==> src/rtl/id_ex_pipe_reg_pkg.sv <==
// Shared stage-register definitions: default widths, ALUOp classes, control bundle.
// No logic; types and constants only.
// Imported by every pipeline-register file in the core.
package id_ex_pipe_reg_pkg;

  localparam int DEF_DATA_W = 32;
  localparam int DEF_REG_AW = 5;
  localparam int DEF_CNT_W  = 32;

  // ALU operation class produced by the ID-stage control unit
  typedef enum logic [1:0] {
    ALUOP_ADD   = 2'b00,
    ALUOP_SUB   = 2'b01,
    ALUOP_FUNCT = 2'b10,
    ALUOP_ANDI  = 2'b11
  } aluOp_e;

  // Control bits carried from ID to EX; zeroing the whole bundle makes a bubble
  typedef struct packed {
    logic   regDst;
    logic   jump;
    logic   beq;
    logic   bne;
    logic   memRead;
    logic   memReg;
    logic   memWrite;
    logic   ALUSrc;
    logic   regWrite;
    aluOp_e ALUOp;
  } ctrl_t;

  localparam int CTRL_W = $bits(ctrl_t);

endpackage

==> src/rtl/id_ex_pipe_reg_if.sv <==
// ID/EX bundle: decoded ID inputs, registered EX outputs, hazard controls, counters.
// Latency is defined by the attached register; the bundle itself is wires.
// No handshake; the slave can only hold upstream through pcWrite/ifidWrite.
interface id_ex_pipe_reg_if #(
  parameter int DATA_W = 32,
  parameter int REG_AW = 5,
  parameter int CNT_W  = 32
);
  logic              flush;
  logic              id_regDst, id_jump, id_beq, id_bne, id_memRead;
  logic              id_memReg, id_memWrite, id_ALUSrc, id_regWrite;
  logic [1:0]        id_ALUOp;
  logic [DATA_W-1:0] id_pc4, id_rd1, id_rd2, id_imm;
  logic [REG_AW-1:0] id_rs, id_rt, id_rd;

  logic              ex_regDst, ex_jump, ex_beq, ex_bne, ex_memRead;
  logic              ex_memReg, ex_memWrite, ex_ALUSrc, ex_regWrite;
  logic [1:0]        ex_ALUOp;
  logic [DATA_W-1:0] ex_pc4, ex_rd1, ex_rd2, ex_imm;
  logic [REG_AW-1:0] ex_rs, ex_rt, ex_rd;

  logic              pcWrite, ifidWrite;
  logic [CNT_W-1:0]  stall_cnt, flush_cnt;

  modport master (
    output flush, id_regDst, id_jump, id_beq, id_bne, id_memRead, id_memReg,
           id_memWrite, id_ALUSrc, id_regWrite, id_ALUOp, id_pc4, id_rd1, id_rd2,
           id_imm, id_rs, id_rt, id_rd,
    input  ex_regDst, ex_jump, ex_beq, ex_bne, ex_memRead, ex_memReg, ex_memWrite,
           ex_ALUSrc, ex_regWrite, ex_ALUOp, ex_pc4, ex_rd1, ex_rd2, ex_imm, ex_rs,
           ex_rt, ex_rd, pcWrite, ifidWrite, stall_cnt, flush_cnt
  );

  modport slave (
    input  flush, id_regDst, id_jump, id_beq, id_bne, id_memRead, id_memReg,
           id_memWrite, id_ALUSrc, id_regWrite, id_ALUOp, id_pc4, id_rd1, id_rd2,
           id_imm, id_rs, id_rt, id_rd,
    output ex_regDst, ex_jump, ex_beq, ex_bne, ex_memRead, ex_memReg, ex_memWrite,
           ex_ALUSrc, ex_regWrite, ex_ALUOp, ex_pc4, ex_rd1, ex_rd2, ex_imm, ex_rs,
           ex_rt, ex_rd, pcWrite, ifidWrite, stall_cnt, flush_cnt
  );
endinterface

==> src/rtl/id_ex_pipe_reg_load_use_detect.sv <==
// Load-use hazard detect: EX load whose destination is read by the ID instruction.
// Purely combinational, zero latency.
// No backpressure of its own; the caller turns hz into a stall.
module load_use_detect #(
  parameter int REG_AW = 5
) (
  input  logic              exMemRead,
  input  logic [REG_AW-1:0] exRt,
  input  logic [REG_AW-1:0] idRs,
  input  logic [REG_AW-1:0] idRt,
  input  logic              idUsesRt,
  output logic              hz
);
  // rt of a load is its destination; $zero is never a real dependency
  assign hz = exMemRead && (exRt != '0) &&
              ((exRt == idRs) || ((exRt == idRt) && idUsesRt));
endmodule

==> src/rtl/id_ex_pipe_reg.sv <==
// ID/EX pipeline register with load-use stall, branch/jump flush and perf counters.
// Latency 1 cycle, registers load on every rising edge.
// Stall holds PC and IF/ID via pcWrite/ifidWrite and injects a bubble into EX.
module id_ex_pipe_reg
  import id_ex_pipe_reg_pkg::*;
#(
  parameter int DATA_W = DEF_DATA_W,
  parameter int REG_AW = DEF_REG_AW,
  parameter int CNT_W  = DEF_CNT_W
) (
  input  logic           clk,
  input  logic           reset,
  id_ex_pipe_reg_if.slave bus
);
  logic              hz, stall, bubble, idUsesRt;
  ctrl_t             idCtrl, exCtrl;
  logic [DATA_W-1:0] exPc4, exRd1, exRd2, exImm;
  logic [REG_AW-1:0] exRs, exRt, exRd;
  logic [CNT_W-1:0]  stallCnt, flushCnt;

  // Instructions that read rt as a source: R-type, stores, branches
  assign idUsesRt = bus.id_regDst | bus.id_memWrite | bus.id_beq | bus.id_bne;

  load_use_detect #(.REG_AW(REG_AW)) u_loadUseDetect (
    .exMemRead (exCtrl.memRead),
    .exRt      (exRt),
    .idRs      (bus.id_rs),
    .idRt      (bus.id_rt),
    .idUsesRt  (idUsesRt),
    .hz        (hz)
  );

  // A flush already squashes the ID instruction, so it suppresses the stall
  assign stall         = hz & ~bus.flush & ~reset;
  assign bubble        = stall | bus.flush;
  assign bus.pcWrite   = ~stall;
  assign bus.ifidWrite = ~stall;

  assign idCtrl = '{
    regDst:   bus.id_regDst,
    jump:     bus.id_jump,
    beq:      bus.id_beq,
    bne:      bus.id_bne,
    memRead:  bus.id_memRead,
    memReg:   bus.id_memReg,
    memWrite: bus.id_memWrite,
    ALUSrc:   bus.id_ALUSrc,
    regWrite: bus.id_regWrite,
    ALUOp:    aluOp_e'(bus.id_ALUOp)
  };

  // Stage register plus saturating counters; data fields pass even in a bubble
  always_ff @(posedge clk or posedge reset) begin
    if (reset) begin
      exCtrl   <= '0;
      exPc4    <= '0;
      exRd1    <= '0;
      exRd2    <= '0;
      exImm    <= '0;
      exRs     <= '0;
      exRt     <= '0;
      exRd     <= '0;
      stallCnt <= '0;
      flushCnt <= '0;
    end else begin
      exCtrl <= bubble ? ctrl_t'('0) : idCtrl;
      exPc4  <= bus.id_pc4;
      exRd1  <= bus.id_rd1;
      exRd2  <= bus.id_rd2;
      exImm  <= bus.id_imm;
      exRs   <= bus.id_rs;
      exRt   <= bus.id_rt;
      exRd   <= bus.id_rd;
      if (stall && (stallCnt != '1)) stallCnt <= stallCnt + 1'b1;
      if (bus.flush && (flushCnt != '1)) flushCnt <= flushCnt + 1'b1;
    end
  end

  assign bus.ex_regDst   = exCtrl.regDst;
  assign bus.ex_jump     = exCtrl.jump;
  assign bus.ex_beq      = exCtrl.beq;
  assign bus.ex_bne      = exCtrl.bne;
  assign bus.ex_memRead  = exCtrl.memRead;
  assign bus.ex_memReg   = exCtrl.memReg;
  assign bus.ex_memWrite = exCtrl.memWrite;
  assign bus.ex_ALUSrc   = exCtrl.ALUSrc;
  assign bus.ex_regWrite = exCtrl.regWrite;
  assign bus.ex_ALUOp    = exCtrl.ALUOp;
  assign bus.ex_pc4      = exPc4;
  assign bus.ex_rd1      = exRd1;
  assign bus.ex_rd2      = exRd2;
  assign bus.ex_imm      = exImm;
  assign bus.ex_rs       = exRs;
  assign bus.ex_rt       = exRt;
  assign bus.ex_rd       = exRd;
  assign bus.stall_cnt   = stallCnt;
  assign bus.flush_cnt   = flushCnt;
endmodule

==> src/flat_wrapper.sv <==
// flat-port wrapper written by rule: the top's interface ports become plain ports
module id_ex_pipe_reg_flat import id_ex_pipe_reg_pkg::*;
#(
  parameter int DATA_W = DEF_DATA_W,
  parameter int REG_AW = DEF_REG_AW,
  parameter int CNT_W  = DEF_CNT_W
)
  (clk, reset, bus_flush, bus_id_regDst, bus_id_jump, bus_id_beq, bus_id_bne, bus_id_memRead, bus_id_memReg, bus_id_memWrite, bus_id_ALUSrc, bus_id_regWrite, bus_id_ALUOp, bus_id_pc4, bus_id_rd1, bus_id_rd2, bus_id_imm, bus_id_rs, bus_id_rt, bus_id_rd, bus_ex_regDst, bus_ex_jump, bus_ex_beq, bus_ex_bne, bus_ex_memRead, bus_ex_memReg, bus_ex_memWrite, bus_ex_ALUSrc, bus_ex_regWrite, bus_ex_ALUOp, bus_ex_pc4, bus_ex_rd1, bus_ex_rd2, bus_ex_imm, bus_ex_rs, bus_ex_rt, bus_ex_rd, bus_pcWrite, bus_ifidWrite, bus_stall_cnt, bus_flush_cnt);
  id_ex_pipe_reg_if #(.DATA_W(DATA_W), .REG_AW(REG_AW), .CNT_W(CNT_W)) bus_i ();
  input  logic clk;
  input  logic reset;
  input wire logic [$bits(bus_i.flush)-1:0] bus_flush;
  input wire logic [$bits(bus_i.id_regDst)-1:0] bus_id_regDst;
  input wire logic [$bits(bus_i.id_jump)-1:0] bus_id_jump;
  input wire logic [$bits(bus_i.id_beq)-1:0] bus_id_beq;
  input wire logic [$bits(bus_i.id_bne)-1:0] bus_id_bne;
  input wire logic [$bits(bus_i.id_memRead)-1:0] bus_id_memRead;
  input wire logic [$bits(bus_i.id_memReg)-1:0] bus_id_memReg;
  input wire logic [$bits(bus_i.id_memWrite)-1:0] bus_id_memWrite;
  input wire logic [$bits(bus_i.id_ALUSrc)-1:0] bus_id_ALUSrc;
  input wire logic [$bits(bus_i.id_regWrite)-1:0] bus_id_regWrite;
  input wire logic [$bits(bus_i.id_ALUOp)-1:0] bus_id_ALUOp;
  input wire logic [$bits(bus_i.id_pc4)-1:0] bus_id_pc4;
  input wire logic [$bits(bus_i.id_rd1)-1:0] bus_id_rd1;
  input wire logic [$bits(bus_i.id_rd2)-1:0] bus_id_rd2;
  input wire logic [$bits(bus_i.id_imm)-1:0] bus_id_imm;
  input wire logic [$bits(bus_i.id_rs)-1:0] bus_id_rs;
  input wire logic [$bits(bus_i.id_rt)-1:0] bus_id_rt;
  input wire logic [$bits(bus_i.id_rd)-1:0] bus_id_rd;
  output wire logic [$bits(bus_i.ex_regDst)-1:0] bus_ex_regDst;
  output wire logic [$bits(bus_i.ex_jump)-1:0] bus_ex_jump;
  output wire logic [$bits(bus_i.ex_beq)-1:0] bus_ex_beq;
  output wire logic [$bits(bus_i.ex_bne)-1:0] bus_ex_bne;
  output wire logic [$bits(bus_i.ex_memRead)-1:0] bus_ex_memRead;
  output wire logic [$bits(bus_i.ex_memReg)-1:0] bus_ex_memReg;
  output wire logic [$bits(bus_i.ex_memWrite)-1:0] bus_ex_memWrite;
  output wire logic [$bits(bus_i.ex_ALUSrc)-1:0] bus_ex_ALUSrc;
  output wire logic [$bits(bus_i.ex_regWrite)-1:0] bus_ex_regWrite;
  output wire logic [$bits(bus_i.ex_ALUOp)-1:0] bus_ex_ALUOp;
  output wire logic [$bits(bus_i.ex_pc4)-1:0] bus_ex_pc4;
  output wire logic [$bits(bus_i.ex_rd1)-1:0] bus_ex_rd1;
  output wire logic [$bits(bus_i.ex_rd2)-1:0] bus_ex_rd2;
  output wire logic [$bits(bus_i.ex_imm)-1:0] bus_ex_imm;
  output wire logic [$bits(bus_i.ex_rs)-1:0] bus_ex_rs;
  output wire logic [$bits(bus_i.ex_rt)-1:0] bus_ex_rt;
  output wire logic [$bits(bus_i.ex_rd)-1:0] bus_ex_rd;
  output wire logic [$bits(bus_i.pcWrite)-1:0] bus_pcWrite;
  output wire logic [$bits(bus_i.ifidWrite)-1:0] bus_ifidWrite;
  output wire logic [$bits(bus_i.stall_cnt)-1:0] bus_stall_cnt;
  output wire logic [$bits(bus_i.flush_cnt)-1:0] bus_flush_cnt;
  assign bus_i.flush = bus_flush;
  assign bus_i.id_regDst = bus_id_regDst;
  assign bus_i.id_jump = bus_id_jump;
  assign bus_i.id_beq = bus_id_beq;
  assign bus_i.id_bne = bus_id_bne;
  assign bus_i.id_memRead = bus_id_memRead;
  assign bus_i.id_memReg = bus_id_memReg;
  assign bus_i.id_memWrite = bus_id_memWrite;
  assign bus_i.id_ALUSrc = bus_id_ALUSrc;
  assign bus_i.id_regWrite = bus_id_regWrite;
  assign bus_i.id_ALUOp = bus_id_ALUOp;
  assign bus_i.id_pc4 = bus_id_pc4;
  assign bus_i.id_rd1 = bus_id_rd1;
  assign bus_i.id_rd2 = bus_id_rd2;
  assign bus_i.id_imm = bus_id_imm;
  assign bus_i.id_rs = bus_id_rs;
  assign bus_i.id_rt = bus_id_rt;
  assign bus_i.id_rd = bus_id_rd;
  assign bus_ex_regDst = bus_i.ex_regDst;
  assign bus_ex_jump = bus_i.ex_jump;
  assign bus_ex_beq = bus_i.ex_beq;
  assign bus_ex_bne = bus_i.ex_bne;
  assign bus_ex_memRead = bus_i.ex_memRead;
  assign bus_ex_memReg = bus_i.ex_memReg;
  assign bus_ex_memWrite = bus_i.ex_memWrite;
  assign bus_ex_ALUSrc = bus_i.ex_ALUSrc;
  assign bus_ex_regWrite = bus_i.ex_regWrite;
  assign bus_ex_ALUOp = bus_i.ex_ALUOp;
  assign bus_ex_pc4 = bus_i.ex_pc4;
  assign bus_ex_rd1 = bus_i.ex_rd1;
  assign bus_ex_rd2 = bus_i.ex_rd2;
  assign bus_ex_imm = bus_i.ex_imm;
  assign bus_ex_rs = bus_i.ex_rs;
  assign bus_ex_rt = bus_i.ex_rt;
  assign bus_ex_rd = bus_i.ex_rd;
  assign bus_pcWrite = bus_i.pcWrite;
  assign bus_ifidWrite = bus_i.ifidWrite;
  assign bus_stall_cnt = bus_i.stall_cnt;
  assign bus_flush_cnt = bus_i.flush_cnt;
  id_ex_pipe_reg #(.DATA_W(DATA_W), .REG_AW(REG_AW), .CNT_W(CNT_W)) u_core (.clk(clk), .reset(reset), .bus(bus_i));
endmodule
==> config.mk <==
export PLATFORM = sky130hd
export DESIGN_NAME = id_ex_pipe_reg_flat
export DESIGN_NICKNAME = d
export VERILOG_FILES = /design/src/rtl/id_ex_pipe_reg_pkg.sv /design/src/rtl/id_ex_pipe_reg_if.sv /design/src/rtl/id_ex_pipe_reg_load_use_detect.sv /design/src/rtl/id_ex_pipe_reg.sv /design/src/flat_wrapper.sv
export SDC_FILE = /design/constraint.sdc
export NUM_CORES = 1
export LEC_CHECK = 0
export ABC_CLOCK_PERIOD_IN_PS = 16100
export CORE_MARGIN = 8
export CORE_UTILIZATION = 36
export DETAILED_ROUTE_END_ITERATION = 8
export GPL_TIMING_DRIVEN = 0
export PLACE_DENSITY_LB_ADDON = 0.1
export REMOVE_ABC_BUFFERS = 1
export SLEW_MARGIN = 20
export SYNTH_ARGS = -nofsm -noshare
export SYNTH_HDL_FRONTEND = slang
export SYNTH_SLANG_ARGS = --single-unit
==> constraint.sdc <==
create_clock -name clk -period 16.1 [get_ports clk]
set_input_delay 3.22 -clock clk [delete_from_list [all_inputs] [get_ports clk]]
set_output_delay 3.22 -clock clk [all_outputs]
set_load 0.02 [all_outputs]
# After elaboration in Yosys (flattened, before gate mapping)
# Cells that the tools add are included.
[classes]
mux = 1
reduce_logical = 7
n_eq_ne = 4
n_addsub = 2
bitwise_logic = 9
[op_table]
columns = ["operator", "count"]
rows = [
  ["adder 32 x 1 -> 32 bit (second input constant)", 2],
  ["inequality test 32 bit (second input constant)", 2],
  ["two-way mux 11 bit", 1],
  ["== test 5 bit", 2],
  ["logical AND 1 bit", 5],
  ["nonzero test 5 bit", 1],
  ["OR 1 bit", 4],
  ["NOT 1 bit", 3],
  ["AND 1 bit", 2],
  ["logical OR 1 bit", 1],
]
[totals]
regBits = 218
inputBits = 157
out_inout_bits = 220
wordCells = 42

# Logic depth before layout (Yosys ltp)
# Gate-level depths: netlist (run 1).
[logic_depth]
depth_word = 10
ltp_mapped = 9
ltp_nobuf = 7

# Hierarchy
# Synthesis (run 1) repeated with hierarchy kept, for this count alone.
[unflattened]
hier_cells = 480
hier_area_um2 = 7189.4
[by_module_without_submodules]
columns = ["mod", "cells_per_inst", "n_inst", "seq_area_each_um2", "area_each_um2"]
rows = [
  ["id_ex_pipe_reg", 463, 1, 5455.2, 7056.8],
  ["load_use_detect", 17, 1, 0.0, 132.6],
]

# Worst setup path before layout (run 1)
# Ideal clock, no wire load.
[synth_path]
kind = "input to output"
startpoint = "input bus_id_rt[0]"
endpoint = "output bus_pcWrite"
arrival_ns = 4.242
path_stages = 5
required_ns = 12.880
setup_slack_ns = 8.638
path_buffers = 1
path_cell_list = "xnor2_1 nand4_1 o22ai_1 nand2_1 buf_4"
[synth_between]
elab_chain_cells = 7
[synth_rtl]
columns = ["item", "line", "source"]
rows = [
  ["start: declaration", "flat_wrapper.sv:28", "input wire logic [$bits(bus_i.id_rt)-1:0] bus_id_rt;"],
  ["== test 5 bit", "id_ex_pipe_reg_load_use_detect.sv:16", "((exRt == idRs) || ((exRt == idRt) && idUsesRt));"],
  ["logical AND 1 bit", "id_ex_pipe_reg_load_use_detect.sv:16", ""],
  ["logical OR 1 bit", "id_ex_pipe_reg_load_use_detect.sv:16", ""],
  ["logical AND 1 bit", "id_ex_pipe_reg_load_use_detect.sv:15", "assign hz = exMemRead && (exRt != '0) &&"],
  ["AND 1 bit (2 in a row)", "id_ex_pipe_reg.sv:34", "assign stall = hz & ~bus.flush & ~reset;"],
  ["NOT 1 bit", "-", ""],
  ["end: declaration", "flat_wrapper.sv:47", "output wire logic [$bits(bus_i.pcWrite)-1:0] bus_pcWrite;"],
]
# Every way passes these cells.

# Worst setup path in the final report (run 1)
[layout_path]
startpoint = "input bus_id_rt[1]"
endpoint = "output bus_pcWrite"
[layout_between]
elab_chain_cells = 7
[layout_rtl]
columns = ["item", "line", "source"]
rows = [
  ["== test 5 bit", "id_ex_pipe_reg_load_use_detect.sv:16", ""],
  ["logical AND 1 bit", "id_ex_pipe_reg_load_use_detect.sv:16", ""],
  ["logical OR 1 bit", "id_ex_pipe_reg_load_use_detect.sv:16", ""],
  ["logical AND 1 bit", "id_ex_pipe_reg_load_use_detect.sv:15", ""],
  ["AND 1 bit (2 in a row)", "id_ex_pipe_reg.sv:34", ""],
  ["NOT 1 bit", "id_ex_pipe_reg.sv:36", "assign bus.pcWrite = ~stall;"],
]
# Every way passes these cells.

==> results of run 1 <==
==> kinds of logic (layout without fill, tap and decap cells) <==
kind of cell,after synthesis,after routing,share of synthesized area
XOR/XNOR,71,71,0.0894
buffers and inverters,12,427,0.00720
adder cells (fa/ha/maj),2,2,0.00351
AND/OR/NAND/NOR,151,151,0.119
multiplexers,3,3,0.00474
flip-flops,218,218,0.766
AO/OA/AOI/OAI,7,7,0.00984
other,0,3,0
==> Yosys cell counts, types with 2 or more instances <==
| library cell | instances |
|---|---|
| or4_4 | 2 |
| nand2_1 | 27 |
| and4_1 | 8 |
| nand3_1 | 25 |
| nor4_1 | 3 |
| dfrtp_1 | 218 |
| nor2_1 | 16 |
| xor2_1 | 19 |
| xnor2_2 | 2 |
| ha_1 | 2 |
| and3_1 | 12 |
| or3_1 | 2 |
| inv_1 | 7 |
| nand4_1 | 22 |
| mux2_2 | 3 |
| clkbuf_1 | 2 |
| nand4_2 | 2 |
| and2_1 | 14 |
| nand2b_1 | 2 |
| buf_2 | 2 |
| nor3_1 | 12 |
| xnor2_1 | 50 |
==> worst max-delay path, delay by kind of cell <==
| kind | cells | cell delay [ns] |
|---|---|---|
| AOI/OAI and AO/OA | 1 | 0.45 |
| xor gates and xnor gates | 1 | 0.15 |
| buffers and inverters | 2 | 1.10 |
| and+or+nand+nor | 2 | 0.36 |
==> power breakdown <==
part           switching (mW)  total, mW  internal (mW)
clock network           0.212      0.554          0.342
registers              0.0180      0.595          0.577
logic                  0.0860      0.181         0.0955
==> layout by cell type (no fill, tap or decap), types with 2 or more instances in the layout <==
cell and n:
xnor2_1 50, ha_1 2, nand4_1 22, and3_1 12, or3_1 2, mux2_2 3
and2_1 14, buf_16 2, bufinv_16 2, and4_1 8, clkbuf_16 25, dfrtp_1 218
nor4_1 3, nand4_2 2, nand2b_1 2, nor3_1 12, inv_1 6, clkdlybuf4s50_1 376
or4_4 2, nand2_1 27, diode_2 3, clkbuf_8 6, nand3_1 25, xnor2_2 2
clkinv_2 5, clkbuf_1 3, nor2_1 16, xor2_1 19
==> final cells by class <==
| type | instances | area, um2 | share of cell area |
|---|---|---|---|
| tap | 265 | 332 | 0.0275 |
| sequential | 218 | 5460 | 0.452 |
| clock buffer | 34 | 719 | 0.0596 |
| multi-input combinational | 234 | 1620 | 0.134 |
| clock inverter | 8 | 93.8 | 0.00777 |
| timing repair buffer | 378 | 3820 | 0.316 |
| antenna | 3 | 7.51 | 0.000622 |
| inverter | 7 | 33.8 | 0.00280 |
==> metal layers <==
metal,wire (um),share of wire,vias to the layer above
li1,-,-,2364
met5,27,0.0011,-
met2,12300,0.51,217
met4,721,0.030,4
met3,2130,0.088,54
met1,8900,0.37,2502
==> final timing paths <==
check	slack, ns	start	end	depth (start not counted)
worst min-delay path	0.50	u_core.bus.flush_cnt[29]$_DFFE_PP0P_	u_core.bus.flush_cnt[29]$_DFFE_PP0P_	1
max in group asynchronous	12.20	reset	u_core.bus.ex_rd2[2]$_DFF_PP0_	3
worst min register to register	0.50	u_core.bus.flush_cnt[29]$_DFFE_PP0P_	u_core.bus.flush_cnt[29]$_DFFE_PP0P_	1
worst max-delay path	7.60	bus_id_rt[1]	bus_pcWrite	6
worst max register to register	13.70	u_core.bus.ex_rt[1]$_DFF_PP0_	u_core.bus.stall_cnt[1]$_DFFE_PP0P_	5
min in group asynchronous	3.14	reset	u_core.bus.ex_memWrite$_DFF_PP0_	2
==> sequential cells by signal (all words and copies together), names as in the netlist <==
register / count
u_core.bus.ex_memReg: 1
u_core.bus.flush_cnt: 32
u_core.bus.ex_regWrite: 1
u_core.bus.ex_regDst: 1
u_core.bus.ex_rd: 5
u_core.bus.ex_rs: 5
u_core.bus.ex_pc4: 32
u_core.bus.ex_beq: 1
u_core.bus.ex_rd2: 32
u_core.bus.ex_ALUSrc: 1
u_core.bus.ex_jump: 1
u_core.bus.ex_ALUOp: 2
u_core.bus.stall_cnt: 32
u_core.bus.ex_imm: 32
u_core.bus.ex_bne: 1
u_core.bus.ex_rd1: 32
u_core.bus.ex_memRead: 1
u_core.bus.ex_memWrite: 1
u_core.bus.ex_rt: 5
==> through the flow <==
stage | hold slack [ns] | total power, mW | utilization | instance area (um2)
2_1_floorplan | 0.593 | 0.669 | - | 7100
3_5_place_dp | 0.486 | 0.789 | 0.578 | 11300
5_1_grt | 0.526 | 1.38 | 0.620 | 12100
4_1_cts | 0.497 | 1.35 | 0.620 | 12100
6_report | 0.497 | 1.33 | 0.620 | 12100
3_3_place_gp | 0.478 | 0.785 | 0.575 | 11200
==> results.sh, run 1 <==
export IMPL_critPathLaunchType="primary input"
export IMPL_use_met1=0.213
export IMPL_slew_viol_final=0
export IMPL_rsz0062_at_grt="no"
export IMPL_netlist_area_mm2=0.00712
export IMPL_synth_area_top_cells="dfrtp_1 (77%), xnor2_1 (6.1%), xor2_1 (2.3%)"
export IMPL_drt_antenna_violating_nets=0
export IMPL_crit_path_frequent_cell="clkdlybuf4s50_1"
export IMPL_setup_ws_ns=7.60
export IMPL_cts_tree="yes"
export IMPL_drcViolationCount=0
export IMPL_dp_slack_ns=7.64
export IMPL_nets=1022
export IMPL_start_util=0.366
export IMPL_grt_max_degree=98
export IMPL_synth_avg_cell_area_um2=15.3
export IMPL_fp_dieW_um=157
export IMPL_cts_hold_buf=0
export IMPL_dp_cells=1102
export IMPL_grtUsageMet3=0.0634
export IMPL_fill_cells=1542
export IMPL_ys_seq_area_frac=0.766
export IMPL_cts_root_buf="clkbuf_16"
export IMPL_max_stage_delay_ns=0.60
export IMPL_clock_sinks=218
export IMPL_worst_slew_pin_slew_ns=0.864
export IMPL_grt_pass1_wl_mm=35.6
export IMPL_clk_path_buf_depth=3
export IMPL_dieArea_mm2=0.0245
export IMPL_worstSetupPathType="primary input to primary output"
export IMPL_busiest_layer="met2"
export IMPL_drive_gt1_frac=0.0614
export IMPL_wl_per_cell_um=21.0
export IMPL_timing_critical_path_fanout_max=6
export IMPL_hold_violations=0
export IMPL_port_buffers=376
export IMPL_die_height_um=157
export IMPL_cts_resized=0
export IMPL_grt_pass1_vias=5601
export IMPL_clk_pin_slew_worst_paths_ns=0.06
export IMPL_syn2layout_area_growth_pct=69.6
export IMPL_dr_pass1_iters=4
export IMPL_crit_chain="clkdlybuf4s50_1 > xnor2_1 > nand4_1 > o22ai_1 > nand2_1 > clkdlybuf4s50_1"
export IMPL_viasPerCell=4.48
export IMPL_grt_use_met2=0.334
export IMPL_wl_mm=24.1
export IMPL_synth_top_area_frac=0.766
export IMPL_clock_fmax_ghz=0.118
export IMPL_worst_slew_margin_rel=0.419
export IMPL_drt_iter0_drc=236
export IMPL_setup_viol=0
export IMPL_fin_crit_sh=0.528
export IMPL_power_leakage_nw=5.19
export IMPL_max_cap_violations=0
export IMPL_antenna_found_initial=5
export IMPL_crit_slowest_cell="clkdlybuf4s50_1"
export IMPL_p_per_area_mw_per_mm2=110
export IMPL_tns_ns=0
export IMPL_async_reset_ff_frac=1.00
export IMPL_ys_flop_type="dfrtp_1"
export IMPL_hold_class="flop to flop"
export IMPL_cp_arrival_ns=5.28
export IMPL_grt_util_all_layers=0.192
export IMPL_clkLatencyLatePin_ns=0.50
export IMPL_critical_path_required_ns=12.88
export IMPL_num_rows=51
export IMPL_stdcell_count=1147
export IMPL_dr_total_vias=5141
export IMPL_period_needed_ns=8.50
export IMPL_ys_types=34
export IMPL_skew_ns=0.0149
export IMPL_ctsHtreeMaxLevel=1
export IMPL_synth_warnings=0
export IMPL_coreArea_mm2=0.0195
export IMPL_globalplace_congestion=0.846
export IMPL_overflow=0
export IMPL_cts_buffers=24
export IMPL_io_pins=377
export IMPL_peakVddDrop_uv=80.7
export IMPL_syn_instance_count=464
export IMPL_synth_edf_count=0
export IMPL_cp_end_kind="primary output"
export IMPL_dp_final_hpwl_mm=19.0
export IMPL_post_cts_buffers=0
export IMPL_synth_top_area_cell="dfrtp_1"
export IMPL_synth_seq_cells=218
export IMPL_status="finished, final reports clean"
No activity file was read; power rests on OpenSTA's default activity.
==> run 2: changes to the inputs <==
--- a/config.mk
+++ b/config.mk
@@ -5,7 +5,7 @@
 export SDC_FILE = /design/constraint.sdc
 export NUM_CORES = 1
 export LEC_CHECK = 0
-export ABC_CLOCK_PERIOD_IN_PS = 16100
+export ABC_CLOCK_PERIOD_IN_PS = 8100
 export CORE_MARGIN = 8
 export CORE_UTILIZATION = 36
 export DETAILED_ROUTE_END_ITERATION = 8
==> constraint.sdc (replaced) <==
create_clock -name clk -period 8.1 [get_ports clk]
set_input_delay 1.62 -clock clk [delete_from_list [all_inputs] [get_ports clk]]
set_output_delay 1.62 -clock clk [all_outputs]
set_load 0.02 [all_outputs]
==> results of run 2 <==
The final DEF is identical to that of run 1. Status: finished, final reports clean.
Main changes from that run: setup slack after placement 7.64 ns -> 2.84 ns; setup slack after layout 7.60 ns -> 2.80 ns; register-to-register setup slack 13.70 ns -> 5.70 ns; total power 1.33 mW -> 2.64 mW; worst IR drop on VDD 80.7 uV -> 160 uV
